File: src/rtl/motor_drive_nch.sv
// rtl/motor_drive_nch.sv - N-channel DC motor drive core
// Ramped signed speed per channel, shared-counter PWM into a TB6612-style bridge, windowed encoder speed.
module motor_drive_nch #(
  parameter int N_CH      = 2,
  parameter int CMD_W     = 8,
  parameter int PWM_W     = 14,
  parameter int TICK_DIV  = 15625,
  parameter int RAMP_STEP = 1,
  parameter int CNT_W     = 16,
  parameter int FB_WIN    = 1250000
) (
  input  logic                    clk,
  input  logic                    rst,
  input  logic                    enable,
  input  logic                    brk,
  input  logic [N_CH*CMD_W-1:0]   cmd,
  input  logic                    cmd_valid,
  input  logic [N_CH-1:0]         fb,
  output logic [N_CH-1:0]         pwm,
  output logic [N_CH-1:0]         in1,
  output logic [N_CH-1:0]         in2,
  output logic                    stnby,
  output logic [N_CH-1:0]         ramp_busy,
  output logic [N_CH*CNT_W-1:0]   fb_count,
  output logic [N_CH*CNT_W-1:0]   fb_speed,
  output logic                    fb_valid
);

  localparam int TICK_W = (TICK_DIV > 1) ? $clog2(TICK_DIV) : 1;
  localparam int WIN_W  = (FB_WIN > 1) ? $clog2(FB_WIN) : 1;
  localparam int SHIFT  = PWM_W - CMD_W + 1;
  localparam logic [CMD_W-1:0] CMD_NEG_FS  = {1'b1, {(CMD_W-1){1'b0}}};
  localparam logic [CMD_W-1:0] CMD_NEG_SAT = CMD_NEG_FS + 1'b1;

  logic [TICK_W-1:0] tick_cnt;
  logic              tick;
  logic [WIN_W-1:0]  win_cnt;
  logic              win_end;
  logic [PWM_W-1:0]  pwm_cnt;

  logic [CMD_W-1:0]  target    [N_CH];
  logic [CMD_W-1:0]  level     [N_CH];
  logic [CMD_W-1:0]  level_nxt [N_CH];
  logic [CMD_W-1:0]  mag       [N_CH];
  logic [PWM_W-1:0]  duty      [N_CH];
  logic [N_CH-1:0]   dead;
  logic [N_CH-1:0]   dead_nxt;

  logic [N_CH-1:0]   fb_s1, fb_s2, fb_s3, fb_rise;
  logic [CNT_W-1:0]  acc     [N_CH];
  logic [CNT_W-1:0]  acc_nxt [N_CH];

  assign tick    = (tick_cnt == TICK_W'(TICK_DIV - 1));
  assign win_end = (win_cnt == WIN_W'(FB_WIN - 1));
  assign fb_rise = fb_s2 & ~fb_s3;

  // One ramp step; a level of opposite sign to its target only decays toward zero.
  function automatic logic [CMD_W-1:0] ramp_next(input logic signed [CMD_W-1:0] lv,
                                                 input logic signed [CMD_W-1:0] tg,
                                                 input logic                    hold);
    int l, t, r;
    l = int'(lv);
    t = int'(tg);
    r = l;
    if (l == 0) begin
      if (!hold) begin
        if (t > 0)      r = (t < RAMP_STEP) ? t : RAMP_STEP;
        else if (t < 0) r = (-t < RAMP_STEP) ? t : -RAMP_STEP;
      end
    end else if (((l > 0) == (t > 0)) || (t == 0)) begin
      if (t > l) r = (t - l < RAMP_STEP) ? t : l + RAMP_STEP;
      else       r = (l - t < RAMP_STEP) ? t : l - RAMP_STEP;
    end else begin
      if (l > 0) r = (l < RAMP_STEP) ? 0 : l - RAMP_STEP;
      else       r = (-l < RAMP_STEP) ? 0 : l + RAMP_STEP;
    end
    return CMD_W'(r);
  endfunction

  // dead marks a level that just arrived at zero; the next tick is spent holding there.
  always_comb begin
    for (int i = 0; i < N_CH; i++) begin
      level_nxt[i] = ramp_next(level[i], target[i], dead[i]);
      dead_nxt[i]  = dead[i];
      if (level[i] == '0)
        dead_nxt[i] = 1'b0;
      else if (level_nxt[i] == '0)
        dead_nxt[i] = 1'b1;
      mag[i]     = level[i][CMD_W-1] ? (~level[i] + 1'b1) : level[i];
      duty[i]    = PWM_W'(mag[i]) << SHIFT;
      acc_nxt[i] = (&acc[i]) ? acc[i] : acc[i] + CNT_W'(fb_rise[i]);
    end
  end

  always_ff @(posedge clk) begin
    if (rst) begin
      tick_cnt  <= '0;
      win_cnt   <= '0;
      pwm_cnt   <= '0;
      fb_s1     <= '0;
      fb_s2     <= '0;
      fb_s3     <= '0;
      dead      <= '0;
      pwm       <= '0;
      in1       <= '0;
      in2       <= '0;
      stnby     <= 1'b0;
      ramp_busy <= '0;
      fb_count  <= '0;
      fb_speed  <= '0;
      fb_valid  <= 1'b0;
      for (int i = 0; i < N_CH; i++) begin
        target[i] <= '0;
        level[i]  <= '0;
        acc[i]    <= '0;
      end
    end else begin
      tick_cnt <= tick ? '0 : tick_cnt + 1'b1;
      win_cnt  <= win_end ? '0 : win_cnt + 1'b1;
      pwm_cnt  <= pwm_cnt + 1'b1;
      stnby    <= enable;
      fb_valid <= win_end;
      fb_s1    <= fb;
      fb_s2    <= fb_s1;
      fb_s3    <= fb_s2;
      for (int i = 0; i < N_CH; i++) begin
        if (brk)
          target[i] <= '0;
        else if (cmd_valid)
          target[i] <= (cmd[i*CMD_W +: CMD_W] == CMD_NEG_FS) ? CMD_NEG_SAT : cmd[i*CMD_W +: CMD_W];

        if (brk || !enable) begin
          level[i] <= '0;
          dead[i]  <= 1'b0;
        end else if (tick) begin
          level[i] <= level_nxt[i];
          dead[i]  <= dead_nxt[i];
        end

        ramp_busy[i] <= (level[i] != target[i]);
        // Brake shorts the bridge regardless of standby.
        pwm[i] <= brk | (enable & (pwm_cnt < duty[i]));
        in1[i] <= brk | (enable & ~level[i][CMD_W-1] & (level[i] != '0));
        in2[i] <= brk | (enable & level[i][CMD_W-1]);

        fb_count[i*CNT_W +: CNT_W] <= fb_count[i*CNT_W +: CNT_W] + CNT_W'(fb_rise[i]);
        if (win_end) begin
          fb_speed[i*CNT_W +: CNT_W] <= acc_nxt[i];
          acc[i]                     <= '0;
        end else begin
          acc[i] <= acc_nxt[i];
        end
      end
    end
  end

endmodule

File: config.mk
export PLATFORM = sky130hd
export DESIGN_NAME = motor_drive_nch
export DESIGN_NICKNAME = d
export VERILOG_FILES = /design/src/rtl/motor_drive_nch.sv
export SDC_FILE = /design/constraint.sdc
export NUM_CORES = 1
export LEC_CHECK = 0
export BUFFER_PORTS_ARGS = -buffer_cell sky130_fd_sc_hd__buf_4
export CAP_MARGIN = 10
export CORE_ASPECT_RATIO = 1.5
export CORE_MARGIN = 2
export CORE_UTILIZATION = 60
export DETAILED_ROUTE_END_ITERATION = 8
export GPL_TIMING_DRIVEN = 0
export PLACE_DENSITY = 0.79
export SETUP_SLACK_MARGIN = 0.15
export SYNTH_ARGS = -nofsm -noshare
export SYNTH_HDL_FRONTEND = slang
export SYNTH_SLANG_ARGS = --single-unit
File: constraint.sdc
create_clock -name clk -period 5.5 [get_ports clk]
set_clock_uncertainty 0.15 [all_clocks]
set_input_delay 0.825 -clock clk [delete_from_list [all_inputs] [get_ports clk]]
set_output_delay 0.825 -clock clk [all_outputs]
set_load 0.005 [all_outputs]
==> reports/qor.yml, run 1 <==
cp_data_arrival_time_ns: 5.39
grt_pass1_wl_mm: 59.3
nFillCells: 1769
vias: 11800
tns_ns: 0
post_dp_cell_area_um2: 14300
track_usage_pct: 32.0
drc: 0
grt_overflow: 0
portBuffers: 96
multiInputGateArea_um2: 8130
h-tree-depth: 4
crit_path_max_fanout: 8
seq_area_um2: 4540
async_flop_share_pct: 0
finalNonFillerCells: 1945
antenna_found_initial: 0
synthToLayoutAreaGrowth_pct: 13.4
fin_crit_sh_pct: 94.8
start_util_pct: 60.7
fp.dieW_um: 125
clock_latency_ns: 0.44
crit_path_start_kind: "flop"
cts_num_sinks: 195
routed_wl_mm: 37.2
routabilityCongestion: 1.01
status: "completed"
dp.cells: 1912
p_leak_nw: 5.73
finalNetCount: 1791
slew-limit-headroom_pct: 26.3
cts_tree: "done"
die_h_um: 185
cts_buffers: 17
setup_ws_ns: 0.285
seq_area_frac_synth_pct: 34.6
syn_area_um2: 13100
finalMaxSlewViolations: 0
worst_pin_slew_ns: 1.10
criticalPathCategory: "reg2reg"
synth_top_area_share_pct: 20.0
yosysTopAreaCell: "dfxtp_1"
synth_cell_type_count: 99
avgSynthCellArea_um2: 8.69
stdcell_area_um2: 14900
grt_max_degree: 22
die_area_um2: 23100
routedWlPerCell_um: 19.1
place_ws_ns: 0.312
synthFlopType: "dfxtp_1"
via_per_inst: 6.09
fmax_mhz: 192
ctsRootBufferMaster: "clkbuf_16"
final_layout_size_suffix_gt1_share_pct: 11.4
yosys-top-cells-area: "dfxtp_1, edfxtp_1, ha_1, nor2_1, xor2_1"
cts_setup_buffers: 0
grt_pass1_vias: 11700
finalHoldViolations: 0
syn-instance-count: 1513
crit_required_ns: 5.68
yosysWarnings: 0
busiest_layer: "met2"
power_density_nw_per_um2: 250
grtUsageMet2_pct: 59.0
io_pins: 97
met3_usage_pct: 5.55
irDropWorstVdd_mv: 0.251
met1_usage_pct: 35.0
dp_hpwl_mm: 28.9
end_kind: "flop"
rows: 66
path_clk_slew_ns: 0.08
period_needed_ns: 5.21
core_area_um2: 21600
cap_violations: 0
synth_edf_count: 64
diodes: 0
hp-class: "reg2reg"
drtIter0Drc: 754
cts_resized: 0
ys_ff_latch: 195
setup_viol: 0
holdBufCountCts: 0
cts_buffer_depth: 2
dr.pass1.iters: 5
rsz0062_at_grt: "true"
ant_nets: 0
[per-layer routing]
layer | share of wire, % | wire length, um
met1 | 38 | 14300
met2 | 51 | 19000
met3 | 5.3 | 1990
met4 | 5.1 | 1890
met5 | 0 | 0
[where the power goes]
group / internal (mW) / switching [mW] / total, mW / leakage, nW
registers: 1.53 / 0.0457 / 1.57 / 1.76
clock network: 0.601 / 0.606 / 1.21 / 0.278
logic: 0.363 / 0.581 / 0.944 / 3.69
[placed cells by master (no fill, tap or decap), types with 15 or more instances in the layout]
cell | Yosys | routed
and3_1 | 21 | 21
clkbuf_1 | 52 | 53
o21ai_0 | 53 | 53
a21oi_1 | 47 | 47
nand2_1 | 86 | 86
inv_1 | 70 | 70
and2_1 | 24 | 24
edfxtp_1 | 64 | 64
nand2b_1 | 24 | 24
nor3_1 | 15 | 15
nor2_1 | 225 | 224
a211oi_1 | 41 | 41
buf_4 | 1 | 97
conb_1 | 1 | 32
xnor2_1 | 58 | 58
clkbuf_16 | 0 | 17
xor2_1 | 70 | 70
ha_1 | 104 | 103
nor2b_1 | 38 | 38
nand4_1 | 33 | 33
dfxtp_1 | 131 | 131
nand3_1 | 77 | 77
[worst max-delay path, stage by stage (launching register included)]
cell	delay (ns)
edfxtp_1	0.60
inv_1	0.29
ha_1	0.42
or3b_4	0.46
or4_4	0.47
nor2_1	0.32
inv_1	0.16
ha_1	0.33
xor2_1	0.19
and2b_1	0.27
nor2_1	0.33
o211ai_1	0.14
or4b_1	0.55
o311a_2	0.19
o2111ai_1	0.13
o21ai_1	0.09
[cell type report]
cell class,instances,share of cell area (%)
Sequential cell,195,30.5
Buffer,70,2.07
Multi-Input combinational cell,1204,54.5
Timing Repair inverter,1,0.0336
Clock inverter,14,0.932
Inverter,75,1.91
Clock buffer,18,2.88
Tap cell,272,2.28
Timing Repair Buffer,96,4.84
[sequential cells by signal, summed over array words and instances (netlist names)]
signal / count
in2: 2
acc: 32
fb_speed: 32
stnby: 1
target: 16
dead: 2
fb_count: 32
tick_cnt: 14
fb_s3: 2
win_cnt: 21
pwm: 2
in1: 2
pwm_cnt: 14
fb_valid: 1
fb_s1: 2
fb_s2: 2
ramp_busy: 2
level: 16
[logic make-up after synthesis]
kind of cell	after synthesis	share of synthesized area, %
and+or+nand+nor	633	24.7
AOI/OAI and AO/OA	295	16.5
DFF	195	34.6
buffers and inverters	145	4.49
xor gates and xnor gates	128	8.53
adders and majority gates	108	10.5
muxes	8	0.647
other	1	0.0285
[final timing paths]
check              start       end  slack (ns)  cells after the start
min reg2reg     fb_s1[0]  fb_s2[0]        0.29                      1
max reg2reg  level[0][1]   dead[0]        0.29                     15
max          level[0][1]   dead[0]        0.29                     15
min             fb_s1[0]  fb_s2[0]        0.29                      1
[synth_stat cells (all sizes together) (15+ instances only)]
cell / number
a211oi: 44
a21oi: 48
and2: 25
and3: 22
buf: 18
clkbuf: 52
dfxtp: 131
edfxtp: 64
ha: 104
inv: 71
nand2: 86
nand2b: 24
nand3: 78
nand4: 33
nor2: 225
nor2b: 38
nor3: 17
nor4: 15
o21ai: 61
or3: 16
xnor2: 58
xor2: 70
[metrics by stage]
stage | hold WS [ns] | total power, mW | utilization (%)
final | 0.295 | 3.72 | 68.9
after global routing | 0.294 | 3.89 | 68.9
after CTS | 0.299 | 3.72 | 68.8
after detailed placement | 0.280 | 2.53 | 66.2
after global placement | 0.268 | 2.52 | 66.2
after floorplan | 0.263 | 2.26 | -
No activity file was read; power rests on OpenSTA's default activity.
==> run 2, diff against run 1 <==
BUFFER_PORTS_ARGS = not set   (was -buffer_cell sky130_fd_sc_hd__buf_4)
DONT_BUFFER_PORTS = 1   (was not set)
PLACE_DENSITY = 0.76   (was 0.79)
==> reports/qor.yml, run 2 (synthesized netlist as in run 1, its figures left out) <==
status: "completed"
drtIter0Drc: 774
crit_path_start_kind: "flop"
criticalPathCategory: "reg2reg"
grt_overflow: 0
cpMaxStageDelayCell: "or4b_2"
period_needed_ns: 5.09
rows: 66
path_buf_inv: 2
antenna_found_initial: 0
portBuffers: 0
start_util_pct: 60.7
setup_ws_ns: 0.405
diodes: 0
die_area_um2: 23100
via_per_inst: 6.18
h-tree-depth: 4
busiest_layer: "met2"
crit_required_ns: 5.71
drc: 0
vias: 11400
finalMaxSlewViolations: 0
crit_path_max_fanout: 8
cp_data_arrival_time_ns: 5.31
cap_violations: 0
die_h_um: 185
crit_family: "simple AND/OR/NAND/NOR gates"
ant_nets: 0
path_clk_slew_ns: 0.07
grtUsageMet2_pct: 57.8
cts_num_sinks: 195
finalNetCount: 1694
synthToLayoutAreaGrowth_pct: 7.84
routed_wl_mm: 36.4
max_stage_delay_ns: 0.58
rsz0062_at_grt: "false"
irDropWorstVdd_mv: 0.240
cp_cell_sequence: "inv_1 -> ha_1 -> or4b_4 -> or3_4 -> nor2_2 -> inv_1 -> ha_1 -> or4b_2 -> nor4_1 -> a311oi_2 -> nand3b_1 -> o2111a_1 -> a311oi_2 -> o211ai_1 -> o21ai_1"
hp-class: "reg2reg"
cts_buffers: 17
finalHoldViolations: 0
clock_latency_ns: 0.44
final_common_cell: "nor2_1"
io_pins: 97
cts_buffer_depth: 2
tns_ns: 0
routedWlPerCell_um: 19.7
nFillCells: 1875
p_leak_nw: 5.23
slew-limit-headroom_pct: 36.9
holdBufCountCts: 0
top_regs: "acc x32, fb_count x32, fb_speed x32"
fmax_mhz: 196
track_usage_pct: 31.7
grt_pass1_vias: 11400
final_layout_size_suffix_gt1_share_pct: 5.84
place_ws_ns: 0.409
cts_tree: "done"
met3_usage_pct: 7.39
end_kind: "flop"
routabilityCongestion: 0.991
grt_max_degree: 22
fin_util_pct: 65.5
fin_crit_sh_pct: 92.6
grt_pass1_wl_mm: 58.7
worst_pin_slew_ns: 0.937
fp.dieW_um: 125
most-common-layout-cells: "nor2_1, dfxtp_1, ha_1, nand2_1, nand3_1"
power_density_nw_per_um2: 261
ctsRootBufferMaster: "clkbuf_16"
met1_usage_pct: 34.4
dr.pass1.iters: 8
dp_hpwl_mm: 28.4
setup_viol: 0
core_area_um2: 21600
run 2: cell types whose count changed in the layout (fill, tap and decap cells not counted), sizes merged:
cell,change
bufinv,+1
inv,-1
buf,-96
clkinvlp,-2
clkbuf,+1
run 2: cell type report:
| cell class | count | area (um^2) | share of cell area [%] |
|---|---|---|---|
| Multi-Input combinational cell | 1204 | 8130 | 57.4 |
| Buffer | 70 | 309 | 2.18 |
| Clock inverter | 13 | 121 | 0.856 |
| Inverter | 75 | 285 | 2.01 |
| Clock buffer | 19 | 443 | 3.13 |
| Sequential cell | 195 | 4540 | 32.1 |
| Tap cell | 272 | 340 | 2.40 |
run 2: worst paths after layout:
path | startpoint | slack, ns | end | cells past startpoint
max | level[1][0] | 0.41 | dead[1] | 15
min | pwm_cnt[0] | 0.29 | pwm_cnt[0] | 1
max reg2reg | level[1][0] | 0.41 | dead[1] | 15
min reg2reg | pwm_cnt[0] | 0.29 | pwm_cnt[0] | 1
run 2: metal layers:
layer	part of all wire [%]	routed length [um]	up-vias
met4	4.8	1760	0
li1	-	-	5512
met3	6.5	2360	118
met5	0	0	-
met2	50	18400	385
met1	38	14000	5411
run 2: power breakdown:
group	switching (mW)	internal, mW	leakage, nW	total, mW
clock	0.555	0.644	0.282	1.20
sequential	0.0490	1.53	1.76	1.58
combinational	0.574	0.346	3.19	0.920
total	1.18	2.52	5.23	3.70
run 2: worst reg2reg max path: cells and delay by family, from the launching register on:
kind | cells | cell delay [ns]
AND/OR/NAND/NOR | 6 | 2.25
AO/OA/AOI/OAI | 5 | 1.07
adder cells (fa/ha/maj) | 2 | 0.65
buffers and inverters | 2 | 0.36
flip-flops | 1 | 0.55
run 2: through the flow:
step                      area, um^2  power [mW]  hold WS (ns)  std cells
after global placement         13600        2.49         0.266       1816
after detailed placement       13600        2.51         0.283       1816
after global routing           14200        3.85         0.313       1848
final                          14200        3.70         0.292       1848
after CTS                      14200        3.70         0.292       1848
after floorplan                13300        2.26         0.263       1544
run 2: repair_timing:
action / in CTS / in global routing
setup endpoints to repair: 0 / 3
setup buffers: 0 / 0
gates resized for setup: 0 / 3
==> run 3, diff against run 2 <==
ABC_AREA = 1   (was not set)
==> reports/qor.yml, run 3 <==
diodes: 0
p_sw_share_pct: 33.3
die_h_um: 187
dp_hpwl_mm: 26.4
nFillCells: 2001
finalHoldViolations: 0
cts_tree: "done"
h-tree-depth: 4
cts_setup_buffers: 0
fin_util_pct: 66.0
dr.pass1.iters: 8
synth_commonest_cells: "nand2_1, inv_1, nor2_1, nand3_1, dfxtp_1"
ant_nets: 0
final_common_cell: "nand2_1"
drc: 0
cp_data_arrival_time_ns: 4.58
ctsRootBufferMaster: "clkbuf_16"
grt_overflow: 0
criticalPathCategory: "reg2reg"
final_layout_size_suffix_gt1_share_pct: 5.26
multiInputGateArea_um2: 7540
fmax_mhz: 229
status: "completed"
finalMaxSlewViolations: 0
cts_resized: 0
path_clk_slew_ns: 0.07
cts_buffer_depth: 2
die_area_um2: 23500
cap_violations: 0
power_frac_seq_pct: 42.1
end_kind: "flop"
finalNetCount: 2077
grt_max_degree: 22
cts_buffers: 17
power_frac_comb_pct: 25.9
crit_path_start_kind: "flop"
yosysTopAreaCell: "dfxtp_1"
tns_ns: 0
yosys-top-cells-area: "dfxtp_1, edfxtp_1, nand2_1, ha_1, inv_1"
synthToLayoutAreaGrowth_pct: 7.55
cts_num_sinks: 195
yosysWarnings: 0
slew-limit-headroom_pct: 34.2
antenna_found_initial: 0
async_flop_share_pct: 0
top_regs: "acc x32, fb_count x32, fb_speed x32"
synth_edf_count: 64
hp-class: "reg2reg"
start_util_pct: 61.4
portBuffers: 0
period_needed_ns: 4.36
seq_area_um2: 4540
synth.most_common_cell: "nand2_1"
grt_pass1_vias: 11800
clock_power_share_pct: 31.9
holdBufCountCts: 0
drtIter0Drc: 807
switchingPower_mw: 1.24
grt_pass1_wl_mm: 55.5
routed_wl_mm: 33.5
syn-instance-count: 1896
fin_crit_sh_pct: 79.3
total_power_mw: 3.73
synth_top_area_share_pct: 19.6
clock_latency_ns: 0.44
routabilityCongestion: 0.996
track_usage_pct: 28.7
worst_pin_slew_ns: 0.986
irDropWorstVdd_mv: 0.263
vias: 12300
rsz0062_at_grt: "false"
routedWlPerCell_um: 15.0
syn_area_um2: 13400
crit_required_ns: 5.72
avgSynthCellArea_um2: 7.06
rows: 66
ys_ff_latch: 195
crit_path_max_fanout: 10
synth_cell_type_count: 54
seq_area_frac_synth_pct: 34.0
core_area_um2: 21800
io_pins: 97
setup_viol: 0
most-common-layout-cells: "nand2_1, inv_1, nor2_1, nand3_1, dfxtp_1"
synthFlopType: "dfxtp_1"
p_leak_nw: 6.39
fp.dieW_um: 126
p_int_mw: 2.49
power_density_nw_per_um2: 259
via_per_inst: 5.50
-- run 3: power groups by stage --
stage	registers, mW	logic [mW]	clock network [mW]
finish	1.57	0.968	1.19
global route	1.58	1.10	1.27
CTS	1.57	0.957	1.21
detailed placement	1.60	0.947	0
global placement	1.60	0.927	0
floorplan	1.59	0.734	0
-- run 3: per-stage QoR --
step	hold WS [ns]	area [um^2]	worst slack [ns]	instances
6_report	0.257	14400	1.14	2230
5_1_grt	0.281	14400	0.830	2230
4_1_cts	0.261	14400	1.20	2230
3_5_place_dp	0.246	13800	1.30	2199
3_3_place_gp	0.240	13800	1.34	2199
2_1_floorplan	0.238	13500	2.21	1927
-- run 3: kinds of logic after synthesis --
family,Yosys count,share of synthesized area [%]
buffers and inverters,362,10.5
other,1,0.0280
AND/OR/NAND/NOR,909,30.4
AO/OA/AOI/OAI,264,10.8
adder cells (fa/ha/maj),108,10.3
XOR/XNOR,57,3.93
flip-flops,195,34.0
-- run 3: path summary, 6_finish.rpt --
path | start | to | slack, ns | cells after the start
hold reg to reg | fb_s1[1] | fb_s2[1] | 0.26 | 2
setup reg to reg | level[0][1] | dead[0] | 1.14 | 21
setup / recovery | level[0][1] | dead[0] | 1.14 | 21
hold / removal | fb_s1[1] | fb_s2[1] | 0.26 | 2
-- run 3: cell type report --
cell class	count	share of cell area, %
Tap cell	272	2.37
Multi-Input combinational cell	1370	52.4
Buffer	40	1.40
Sequential cell	195	31.6
Clock buffer	21	3.13
Clock inverter	10	0.713
Inverter	322	8.40
-- run 3: routing by layer --
metal,up-vias,track usage (%),wire length (um)
met2,352,51.5,16800
met3,83,5.66,2060
met5,-,0,0
met1,5593,32.6,13400
li1,6247,-,-
met4,0,12.8,1330
-- run 3: critical path: stages, from the launching register on --
cell      delay (ns)
edfxtp_1        0.57
inv_1           0.32
ha_1            0.29
nand3_2         0.11
nor2_1          0.16
inv_2           0.09
nor2_8          0.14
inv_1           0.10
ha_1            0.18
clkbuf_1        0.22
nand2_1         0.12
inv_1           0.04
nor3_1          0.51
inv_1           0.16
clkbuf_1        0.27
a21oi_1         0.21
a21oi_1         0.09
nand2_1         0.10
nand2_1         0.06
nor2_1          0.15
nand3_1         0.11
a21oi_1         0.14
